File: config.mk
export PLATFORM = sky130hd
export DESIGN_NAME = model_vector_stream_accumulator
export DESIGN_NICKNAME = d
export VERILOG_FILES = /design/src/rtl/model_vector_stream_accumulator_pkg.sv /design/src/rtl/model_scalar_adder_carry.sv /design/src/rtl/model_vector_stream_accumulator.sv
export SDC_FILE = /design/constraint.sdc
export NUM_CORES = 1
export LEC_CHECK = 0
export BUFFER_PORTS_ARGS = -buffer_cell sky130_fd_sc_hd__buf_2
export CAP_MARGIN = 20
export CORE_AREA = 2 2 183 185
export DETAILED_ROUTE_END_ITERATION = 10
export DIE_AREA = 0 0 185 187
export HOLD_SLACK_MARGIN = 0.05
export PLACE_DENSITY_LB_ADDON = 0.1
export SYNTH_ARGS = -nofsm -noshare
export SYNTH_HDL_FRONTEND = slang
export SYNTH_SLANG_ARGS = --single-unit
File: constraint.sdc
create_clock -name CLK -period 5.3 [get_ports CLK]
set_clock_uncertainty 0.05 [all_clocks]
set_input_delay 0.265 -clock CLK [delete_from_list [all_inputs] [get_ports CLK]]
set_output_delay 0.265 -clock CLK [all_outputs]
set_load 0.05 [all_outputs]
File: src/rtl/model_vector_stream_accumulator_pkg.sv
// Shared encodings and constants for the vector series blocks (sqrt, accumulator, ...).
// Latency: n/a (declarations only).
// Backpressure: n/a (declarations only).
package model_vector_stream_accumulator_pkg;

  // Common three-phase controller encoding shared by the vector series blocks.
  typedef enum logic [1:0] {
    STARTER_STATE = 2'd0,
    INPUT_STATE   = 2'd1,
    ENDER_STATE   = 2'd2
  } vector_state_t;

  // Index/counter constants; users cast them to their own CONTROL_SIZE.
  localparam logic [63:0] ZERO_CONTROL  = 64'd0;
  localparam logic [63:0] ONE_CONTROL   = 64'd1;
  localparam logic [63:0] TWO_CONTROL   = 64'd2;
  localparam logic [63:0] THREE_CONTROL = 64'd3;

  // Data-path constants; users cast them to their own DATA_SIZE.
  localparam logic [63:0] ZERO_DATA  = 64'd0;
  localparam logic [63:0] ONE_DATA   = 64'd1;
  localparam logic [63:0] TWO_DATA   = 64'd2;
  localparam logic [63:0] THREE_DATA = 64'd3;

  // Single-bit flag levels.
  localparam logic FULL  = 1'b1;
  localparam logic EMPTY = 1'b0;

endpackage

File: src/rtl/model_scalar_adder_carry.sv
// Unsigned DATA_SIZE-bit adder that also exposes the carry out of the top bit.
// Latency: combinational, zero cycles.
// Backpressure: none; purely combinational.
module model_scalar_adder_carry #(
  parameter int DATA_SIZE = 64
) (
  input  logic [DATA_SIZE-1:0] a_i,
  input  logic [DATA_SIZE-1:0] b_i,
  output logic [DATA_SIZE-1:0] sum_o,
  output logic                 carry_o
);

  // Widen both operands by one bit so the carry lands in the extra MSB.
  always_comb begin
    {carry_o, sum_o} = {1'b0, a_i} + {1'b0, b_i};
  end

endmodule

File: src/rtl/model_vector_stream_accumulator.sv
// Sums SIZE_IN strobed elements into one scalar and reports it with a READY pulse and sticky overflow.
// Latency: result registered one edge after the last element is sampled; READY is high for one cycle.
// Backpressure: none; one element per cycle is always accepted, strobes outside INPUT_STATE are dropped.
module model_vector_stream_accumulator
  import model_vector_stream_accumulator_pkg::*;
#(
  parameter int DATA_SIZE    = 64,
  parameter int CONTROL_SIZE = 64
) (
  input  logic                 CLK,
  input  logic                 RST,
  input  logic                 START,
  output logic                 READY,
  input  logic                 DATA_IN_ENABLE,
  input  logic [DATA_SIZE-1:0] SIZE_IN,
  input  logic [DATA_SIZE-1:0] DATA_IN,
  output logic [DATA_SIZE-1:0] DATA_OUT,
  output logic                 OVERFLOW
);

  vector_state_t             state_q, state_d;
  logic [DATA_SIZE-1:0]      size_q, size_d;
  logic [CONTROL_SIZE-1:0]   index_q, index_d;
  logic [DATA_SIZE-1:0]      acc_q, acc_d;
  logic                      ovf_int_q, ovf_int_d;
  logic                      ready_q, ready_d;
  logic [DATA_SIZE-1:0]      data_out_q, data_out_d;
  logic                      overflow_q, overflow_d;

  logic [DATA_SIZE-1:0]      sum_w;
  logic                      carry_w;
  logic                      last_elem_w;
  logic                      size_zero_w;

  model_scalar_adder_carry #(
    .DATA_SIZE(DATA_SIZE)
  ) u_adder (
    .a_i    (acc_q),
    .b_i    (DATA_IN),
    .sum_o  (sum_w),
    .carry_o(carry_w)
  );

  // Index compare runs at counter width; the latched size is resized to match.
  assign last_elem_w = (index_q == (CONTROL_SIZE'(size_q) - CONTROL_SIZE'(ONE_CONTROL)));
  assign size_zero_w = (SIZE_IN == DATA_SIZE'(ZERO_DATA));

  // Next-state and datapath updates for the start / collect / report phases.
  always_comb begin
    state_d    = state_q;
    size_d     = size_q;
    index_d    = index_q;
    acc_d      = acc_q;
    ovf_int_d  = ovf_int_q;
    ready_d    = EMPTY;
    data_out_d = data_out_q;
    overflow_d = overflow_q;

    case (state_q)
      STARTER_STATE: begin
        // Elements strobed alongside START are deliberately not captured.
        if (START) begin
          size_d    = SIZE_IN;
          index_d   = CONTROL_SIZE'(ZERO_CONTROL);
          acc_d     = DATA_SIZE'(ZERO_DATA);
          ovf_int_d = EMPTY;
          state_d   = size_zero_w ? ENDER_STATE : INPUT_STATE;
        end
      end

      INPUT_STATE: begin
        if (DATA_IN_ENABLE) begin
          acc_d     = sum_w;
          ovf_int_d = ovf_int_q | carry_w;
          if (last_elem_w) begin
            state_d = ENDER_STATE;
          end else begin
            index_d = index_q + CONTROL_SIZE'(ONE_CONTROL);
          end
        end
      end

      ENDER_STATE: begin
        data_out_d = acc_q;
        overflow_d = ovf_int_q;
        ready_d    = FULL;
        state_d    = STARTER_STATE;
      end

      // The unused encoding falls back to idle.
      default: begin
        state_d = STARTER_STATE;
      end
    endcase
  end

  // State and output registers with synchronous reset that discards any partial sum.
  always_ff @(posedge CLK) begin
    if (RST) begin
      state_q    <= STARTER_STATE;
      size_q     <= '0;
      index_q    <= '0;
      acc_q      <= '0;
      ovf_int_q  <= 1'b0;
      ready_q    <= 1'b0;
      data_out_q <= '0;
      overflow_q <= 1'b0;
    end else begin
      state_q    <= state_d;
      size_q     <= size_d;
      index_q    <= index_d;
      acc_q      <= acc_d;
      ovf_int_q  <= ovf_int_d;
      ready_q    <= ready_d;
      data_out_q <= data_out_d;
      overflow_q <= overflow_d;
    end
  end

  assign READY    = ready_q;
  assign DATA_OUT = data_out_q;
  assign OVERFLOW = overflow_q;

endmodule

==> results of run 1 <==
[worst register-to-register path, stage by stage (launching register included)]
cell,delay [ns]
dfxtp_1,0.36
or4_1,0.73
or4_4,0.54
or4_4,0.57
nor4_1,0.20
mux2_2,0.39
nor4_1,0.39
nand4_2,0.20
nor4_4,0.61
buf_4,0.33
nor3_2,0.12
a31o_2,0.28
[worst paths after layout]
path                     start            to  cells after the start
setup reg to reg    size_q[29]    index_q[5]                     11
setup / recovery    size_q[29]    index_q[5]                     11
hold reg to reg   DATA_OUT[46]  DATA_OUT[46]                      2
hold / removal      DATA_IN[1]      acc_q[1]                      4
[cells by family after synthesis]
family / count (synthesis)
xor+xnor: 154
buf+inv: 169
fa+ha+maj: 67
compound gates: 552
mux: 14
flops: 261
simple gates: 888
[metal layers]
layer / vias up / global-route usage (%)
met5: - / 0
met4: 4 / 12.8
met3: 133 / 3.72
met2: 487 / 49.4
met1: 7614 / 36.5
li1: 7948 / -
[cell usage in the layout, fill, tap and decap left out, types with 8 or more instances in the layout]
cell,n
nor2b_1,14
a31o_2,21
o31ai_1,9
or3_1,27
or4_1,19
ha_1,66
nand3_1,45
nor3_1,31
inv_1,42
dlygate4sd3_1,66
buf_4,24
o21bai_1,8
o21ai_0,68
nand4_1,46
dfxtp_1,261
nand3b_1,10
a22oi_1,30
clkbuf_16,30
and2_1,12
o211ai_1,12
nor2_1,173
a22o_1,28
clkbuf_8,8
o21a_1,8
mux2i_1,12
a31oi_1,19
buf_2,196
a21oi_1,244
nor4_1,37
xor2_1,51
a211oi_1,14
nand2b_1,9
xnor2_1,103
and3_1,21
nand2_1,380
a21o_1,29
and4_1,11
[stage by stage]
step | std cells | setup WS, ns | total power (µW) | area (µm²)
after floorplan | 2105 | 0.694 | 2870 | 16100
after CTS | 2769 | 0.430 | 5640 | 19100
after global placement | 2647 | 0.596 | 3190 | 17300
after detailed placement | 2647 | 0.454 | 3210 | 17300
final | 2773 | 0.414 | 5620 | 19200
after global routing | 2771 | 0.164 | 5850 | 19100
[flip-flops by register name, indices dropped and copies added (netlist names)]
register	flops
READY	1
index_q	64
DATA_OUT	64
acc_q	64
ovf_int_q	1
size_q	64
OVERFLOW	1
state_q	2
[cell type report]
| type | count | area (µm²) |
|---|---|---|
| Clock buffer | 40 | 868 |
| Multi-Input combinational cell | 1675 | 10200 |
| Sequential cell | 261 | 5230 |
| Tap cell | 448 | 561 |
| Fill cell | 3101 | 13700 |
| Clock inverter | 16 | 290 |
| Timing Repair Buffer | 287 | 1830 |
| Inverter | 42 | 158 |
| Antenna cell | 4 | 10.0 |
[where the power goes]
part | internal (µW) | leakage (µW) | total, µW | switching, µW
clock | 1490 | 0.000574 | 2400 | 904
sequential | 2020 | 0.00212 | 2110 | 84.2
combinational | 427 | 0.00515 | 1110 | 684
total | 3950 | 0.00784 | 5620 | 1670
[what timing repair did]
| action | in CTS | in global routing |
|---|---|---|
| hold buffers | 66 | 0 |
| endpoints found under the hold margin | 66 | 0 |
| setup endpoints to repair | 0 | 0 |
==> metrics.log, run 1 <==
INFO  metric grt_pass1_vias = 15500
INFO  metric synth_largest_type_area_fraction = roughly 33%
INFO  metric synth_xor_xnor_area_share = under 10%
INFO  metric worst_path_max_delay_cell = or4_1
INFO  metric synthFlopType = dfxtp_1
INFO  metric core-area = 32900 µm²
INFO  metric synth-seq-area-share = ~33%
INFO  metric detailedRoute.firstPassIterationCount = 5
INFO  metric totalNegativeSetupSlack = 0 ns
INFO  metric std_cell_rows = 67
INFO  metric drt-wirelength-per-cell = roughly 19 µm
INFO  metric dr_wl_met2 = ~24 mm
INFO  metric synthDominantAreaCellType = dfxtp_1
INFO  metric worst_skew_pair.late_latency = 0.60 ns
INFO  metric power-per-cell-area = between 200 and 300 nW/µm²
INFO  metric critical_path.top_delay_family = simple AND/OR/NAND/NOR gates
INFO  metric worstPathCellList = or4_1, or4_4, or4_4, nor4_1, mux2_2, nor4_1, nand4_2, nor4_4, buf_4, nor3_2, a31o_2
INFO  metric timing.hold.ws = just over 0.1 ns
INFO  metric clock-root-buffer = clkbuf_16
INFO  metric synth.ff_latch_count = 261
INFO  metric die-width = roughly 190 µm
INFO  metric synth_top_family_by_area = simple AND/OR/NAND/NOR gates
INFO  metric yosysWarnings = 0
INFO  metric post_synth_fa_ha_maj_area_fraction = 5.27%
INFO  metric dr_total_vias = roughly 16000
INFO  metric fmax = 205 MHz
INFO  metric drc = 0
INFO  metric outcome = finished clean
INFO  metric maximum_number_of_pins_on_one_net_before_global_route_repair = about 110
INFO  metric finish.net_count = 2496
INFO  metric worstSetupStartpointType = register
INFO  metric grt_antenna_before_repair = 6
INFO  metric dp_hpwl = roughly 37 mm
INFO  metric drive_above_1_share = roughly 14%
INFO  metric final_core_util = just under 60%
INFO  metric synth-compound-area-share = between 20% and 30%
INFO  metric grt_pass1_wl = 80.8 mm
INFO  metric tightestPinTransition = ~1.1 ns
INFO  metric mappedNetlistNets = 2304
INFO  metric cp_max_fo = 14
INFO  metric synth_edf_count = 0
INFO  metric synth.most_common_cell = nand2_1
INFO  metric routedLengthMet1 = around 22 mm
INFO  metric routed.top_layer = met5
INFO  metric max_cap_violations = 0
INFO  metric clk_transition_reported_paths = roughly 0.070 ns
INFO  metric cts_tree = done
INFO  metric synthArstFlopShare = 0%
INFO  metric min_period_over_period = between 90% and 100%
INFO  metric grt_overflow = 0
INFO  metric gp_routability_congestion = roughly 0.97
INFO  metric worst-setup-path-type = register to register
INFO  metric finalSetupViolCount = 0
INFO  metric die_h = between 150 and 200 µm
INFO  metric syn_avg_cell_area = between 7 and 8 µm²
INFO  metric critical_path.n_buffers_inverters = 1
INFO  metric top_cells_by_area_in_the_synthesized_netlist = dfxtp_1 33%, nand2_1 8.9%, a21oi_1 7.6%
INFO  metric postRouteWirelength = 51.6 mm
INFO  metric drt_iter0_drc = around 1100
INFO  metric report.final.slew_viol_count = 0
INFO  metric synth-simple-area-share = ~27%
INFO  metric worst-r2r-setup-slack = between 0.4 and 0.5 ns
INFO  metric h_tree_levels = 1
INFO  metric cts_inserted_buffers = 30
INFO  metric boundaryPins = 198
INFO  metric grt_util_all_layers = a little under 30%
INFO  metric synth.mux.area_fraction = less than 1%
INFO  metric worst-endpoint-arrival = approximately 5.3 ns
INFO  metric relSlewSlack = between 20 and 30%
INFO  metric cts_resized = 0
INFO  metric critical_path.max_stage_delay = about 0.73 ns
INFO  metric die_area = 34600 µm²
INFO  metric timing.critical_path.required = roughly 5.7 ns
INFO  metric max-clock-path-buffers = 3
INFO  metric floorplan.initialDensity = between 40% and 50%
INFO  metric number_of_vias_per_cell_after_detailed_routing = a little under 6
INFO  metric setup_fix_bufs_post_cts = 0
INFO  metric static_leakage = a little under 0.008 µW
INFO  metric hold_class = primary input to register
INFO  metric area_growth_syn_to_layout = 19.2%
INFO  metric finalHoldViolations = 0
INFO  metric synth_cells = 2105
INFO  metric fin_crit_period = 4.89 ns
INFO  metric routed-wl-met3 = 2.57 mm
INFO  metric cts_num_sinks = 261
INFO  metric yosys.cell_types.count = 82
INFO  metric synth.cells.most_frequent = 382 x nand2_1, 261 x dfxtp_1, 244 x a21oi_1
INFO  metric ant_nets = 0
INFO  metric irDropWorstVdd = 270 µV
INFO  metric grt_setup_unrepaired = no
INFO  metric crit_path_end_kind = register
INFO  metric io_buffers = 197
INFO  metric mappedNetlistArea = about 16000 µm²
(Power assumes the default switching activity.)
==> inputs of run 2 (changes only) <==
--- a/config.mk
+++ b/config.mk
@@ -7,11 +7,12 @@
 export LEC_CHECK = 0
 export BUFFER_PORTS_ARGS = -buffer_cell sky130_fd_sc_hd__buf_2
 export CAP_MARGIN = 20
-export CORE_AREA = 2 2 183 185
+export CORE_AREA = 2 2 186 188
 export DETAILED_ROUTE_END_ITERATION = 10
-export DIE_AREA = 0 0 185 187
+export DIE_AREA = 0 0 188 190
 export HOLD_SLACK_MARGIN = 0.05
 export PLACE_DENSITY_LB_ADDON = 0.1
 export SYNTH_ARGS = -nofsm -noshare
 export SYNTH_HDL_FRONTEND = slang
+export SYNTH_HIERARCHICAL = 1
 export SYNTH_SLANG_ARGS = --single-unit
==> run 2 against run 1 <==
  * Via count grew 4.6%
  * Utilization shrank 1.1 points
  * Sequential power is essentially flat
  * First-iteration DRC count grew 19%
  * Critical path depth shrank 2
  * Register-to-register slack gained 0.36 ns
  * Flip-flop and latch count is the same
  * Final area grew 1.4%
  * Synthesized area grew 3.1%
  * Largest power group unchanged
==> metrics.log, run 2 <==
INFO  metric outcome = finished clean
INFO  metric grt_pass1_vias = 16000 (+3.1%)
INFO  metric gp_routability_congestion = 0.928 (-4.6%)
INFO  metric worstSetupStartpointType = register
INFO  metric worstPathCellList = nor3_1, nand4_2, nor4_4, a31oi_1, or4b_1, and4b_1, a21oi_4, nand4_1, mux2_1
INFO  metric grt_antenna_before_repair = 5 (-1)
INFO  metric rr_worst_depth = 9 (-2)
INFO  metric floorplan.initialDensity = 48.8% (-0.097 points)
INFO  metric p_int = 3690 µW (-6.5%)
INFO  metric layout.cells.non_filler = 2843 (+2.5%)
INFO  metric grt_pass1_wl = 87.7 mm (+8.6%)
INFO  metric hold_path_startpoint = SIZE_IN[29]
INFO  metric cts_inserted_buffers = 30 (unchanged)
INFO  metric synthFlopType = dfxtp_1
INFO  metric commonest_non_fill_non_tap_cells_in_the_layout = 380 x nand2_1, 261 x dfxtp_1, 260 x a21oi_1, 197 x buf_2, 154 x nor2_1
INFO  metric relSlewSlack = 26.2% (-2.2 points)
INFO  metric crit-reg2reg-launch = size_q[16]
INFO  metric worst-setup-path-type = register to register
INFO  metric max-clock-path-buffers = 3 (unchanged)
INFO  metric worst_path_max_delay_cell = nor4_4
INFO  metric core-area = 33900 µm² (+3.3%)
INFO  metric postPlaceCellArea = 17800 µm² (+2.5%)
INFO  metric cts_tree = done
INFO  metric postRouteWirelength = 56.3 mm (+9.1%)
INFO  metric synth.most_common_cell = nand2_1
INFO  metric netSwitchingFraction = 30.5% (+0.71 points)
INFO  metric maximum_number_of_pins_on_one_net_before_global_route_repair = 89 (-16%)
INFO  metric std_cell_rows = 68 (+1.5%)
INFO  metric irDropWorstVdd = 249 µV (-7.8%)
INFO  metric clk_transition_reported_paths = 0.07 ns (about the same)
INFO  metric die_h = 190 µm (+1.6%)
INFO  metric timing.critical_path.required = 5.71 ns (about the same)
INFO  metric clock-root-buffer = clkbuf_16
INFO  metric synthArstFlopShare = 0% (unchanged)
INFO  metric critical_path.top_delay_family = simple AND/OR/NAND/NOR gates
INFO  metric final_common_cell = nand2_1
INFO  metric cts_num_sinks = 261 (unchanged)
INFO  metric synth_largest_type_area_fraction = 31.5% (-0.98 points)
INFO  metric worst-endpoint-arrival = 4.94 ns (-0.36 ns)
INFO  metric io_buffers = 197 (unchanged)
INFO  metric worst_skew_pair.late_latency = 0.58 ns (-0.02 ns)
INFO  metric drc = 0 (unchanged)
INFO  metric setup_fix_bufs_post_cts = 0 (unchanged)
INFO  metric drt_iter0_drc = 1271 (+19%)
INFO  metric ant_nets = 0 (unchanged)
INFO  metric static_leakage = 0.00795 µW (+1.4%)
INFO  metric power-per-cell-area = 273 nW/µm² (-6.9%)
INFO  metric p_switching = 1620 µW (-3.3%)
INFO  metric tightestPinTransition = 1.11 ns (+0.0406 ns)
INFO  metric finalHoldViolations = 0 (unchanged)
INFO  metric h_tree_levels = 1 (unchanged)
INFO  metric finalSetupViolCount = 0 (unchanged)
INFO  metric min_period_over_period = 85.5% (-6.7 points)
INFO  metric drive_above_1_share = 13.5% (-0.94 points)
INFO  metric max_cap_violations = 0 (unchanged)
INFO  metric grt_util_all_layers = 30.6% (+1.6 points)
INFO  metric die_area = 35700 µm² (+3.3%)
INFO  metric synth_edf_count = 0 (unchanged)
INFO  metric dr_total_vias = 16900 (+4.6%)
INFO  metric fmax = 221 MHz (+7.8%)
INFO  metric share_clk_of_total_power = 40.0% (-2.7 points)
INFO  metric share_comb_of_total_power = 20.4% (+0.6 points)
INFO  metric yosys.cell_types.count = 90 (+9.8%)
INFO  metric yosysWarnings = 6 (+6)
INFO  metric synth.ff_latch_count = 261 (unchanged)
INFO  metric totalNegativeSetupSlack = 0 ns (unchanged)
INFO  metric worst-r2r-setup-slack = 0.77 ns (+0.36 ns)
INFO  metric die-width = 188 µm (+1.6%)
INFO  metric area_growth_syn_to_layout = 17.3%
INFO  metric critical_path.n_buffers_inverters = 0 (-1)
INFO  metric worstHoldEndpoint = size_q[29]
INFO  metric fin_area = 19400 µm² (+1.4%)
INFO  metric worstHoldPathCells = 3 (-1)
INFO  metric dp_cells = 2720 (+2.8%)
INFO  metric number_of_vias_per_cell_after_detailed_routing = 5.95 (+2.0%)
INFO  metric syn_avg_cell_area = 7.61 µm² (-0.31%)
INFO  metric synth_cells = 2177 (+3.4%)
INFO  metric cp_max_fo = 19 (+5)
INFO  metric boundaryPins = 198 (unchanged)
INFO  metric cts_resized = 0 (unchanged)
INFO  metric synthDominantAreaCellType = dfxtp_1
INFO  metric hold_class = primary input to register
INFO  metric synth.cells.most_frequent = 380 x nand2_1, 261 x dfxtp_1, 260 x a21oi_1
INFO  metric dp_hpwl = 41.3 mm (+11%)
INFO  metric grt_overflow = 0 (unchanged)
INFO  metric crit-reg2reg-capture = index_q[5]
INFO  metric report.final.slew_viol_count = 0 (unchanged)
INFO  metric synth-seq-area-share = 31.5% (-0.98 points)
INFO  metric detailedRoute.firstPassIterationCount = 5 (unchanged)
INFO  metric finish.net_count = 2562 (+2.6%)
INFO  metric power_frac_seq = 39.6% (+2.1 points)
INFO  metric grt_setup_unrepaired = no
INFO  metric crit_path_end_kind = register
INFO  metric top_cells_by_area_in_the_synthesized_netlist = dfxtp_1 32%, nand2_1 8.6%, a21oi_1 7.9%
INFO  metric drt-wirelength-per-cell = 19.8 µm (+6.4%)
INFO  metric mappedNetlistArea = 16600 µm² (+3.1%)
INFO  metric fin_crit_period = 4.53 ns (-0.355 ns)
INFO  metric critical_path.max_stage_delay = 0.76 ns (+0.03 ns)
INFO  metric mappedNetlistNets = 2376 (+3.1%)
-- run 2: per-stage QoR --
stage | worst slack [ns] | total power [µW] | utilization [%] | hold slack (ns)
finish | 0.769 | 5310 | 57.2 | 0.0842
global route | 0.569 | 5530 | 57.2 | 0.0651
CTS | 0.899 | 5320 | 57.2 | 0.0525
detailed placement | 0.864 | 3170 | 52.3 | 0.395
global placement | 1.00 | 3160 | 52.3 | 0.391
floorplan | 1.70 | 2840 | - | 0.351
-- run 2: tightest hold or removal path: cells and delay by family --
kind / cells / cell delay (ns)
buffers and inverters: 1 / 0.13
and+or+nand+nor: 1 / 0.17
AOI/OAI and AO/OA: 1 / 0.09
-- run 2: cell type report --
class,instances,area (µm²)
diodes,2,5.00
clock inverters,12,118
flip-flops and latches,261,5230
well taps,455,569
fillers,3181,14500
repair buffers,285,1810
inverters,27,101
multi-input cells,1758,10700
clock buffers,43,891
-- run 2: power by group through the flow --
stage                     clock [µW]  combinational [µW]  sequential [µW]
after global placement             0                1020             2140
after CTS                       2150                1070             2100
after floorplan                    0                 730             2110
after detailed placement           0                1020             2140
after global routing            2230                1180             2110
final                           2120                1080             2100
-- run 2: worst max path at each step --
stage | start | cells after the start | slack (ns) | end
2_1_floorplan | size_q[31] | 12 | 1.70 | index_q[5]
3_3_place_gp | size_q[16] | 9 | 1.00 | index_q[5]
3_5_place_dp | size_q[16] | 10 | 0.86 | index_q[5]
4_1_cts | size_q[16] | 9 | 0.90 | index_q[5]
5_1_grt | size_q[16] | 10 | 0.57 | index_q[5]
6_report | size_q[16] | 9 | 0.77 | index_q[5]
-- run 2: kinds of logic after synthesis --
kind of cell	count (synthesis)	synth area share [%]
muxes	24	1.47
AOI/OAI and AO/OA	572	21.6
adders and majority gates	67	5.11
DFF	261	31.5
xor gates and xnor gates	154	8.14
buffers and inverters	158	4.02
and+or+nand+nor	941	28.1
-- run 2: timing repair --
| action | 4_1_cts | 5_1_grt |
|---|---|---|
| hold endpoints to repair | 66 | 0 |
| hold buffers | 65 | 0 |
| endpoints found under the setup margin | 0 | 0 |
-- run 2: layer usage --
metal	vias to the layer above	global-route usage, %	wire length (µm)
met1	7948	41.0	25100
met2	593	48.9	25100
met4	6	14.1	2570
met3	125	4.32	3500
met5	-	0	35
li1	8258	-	-
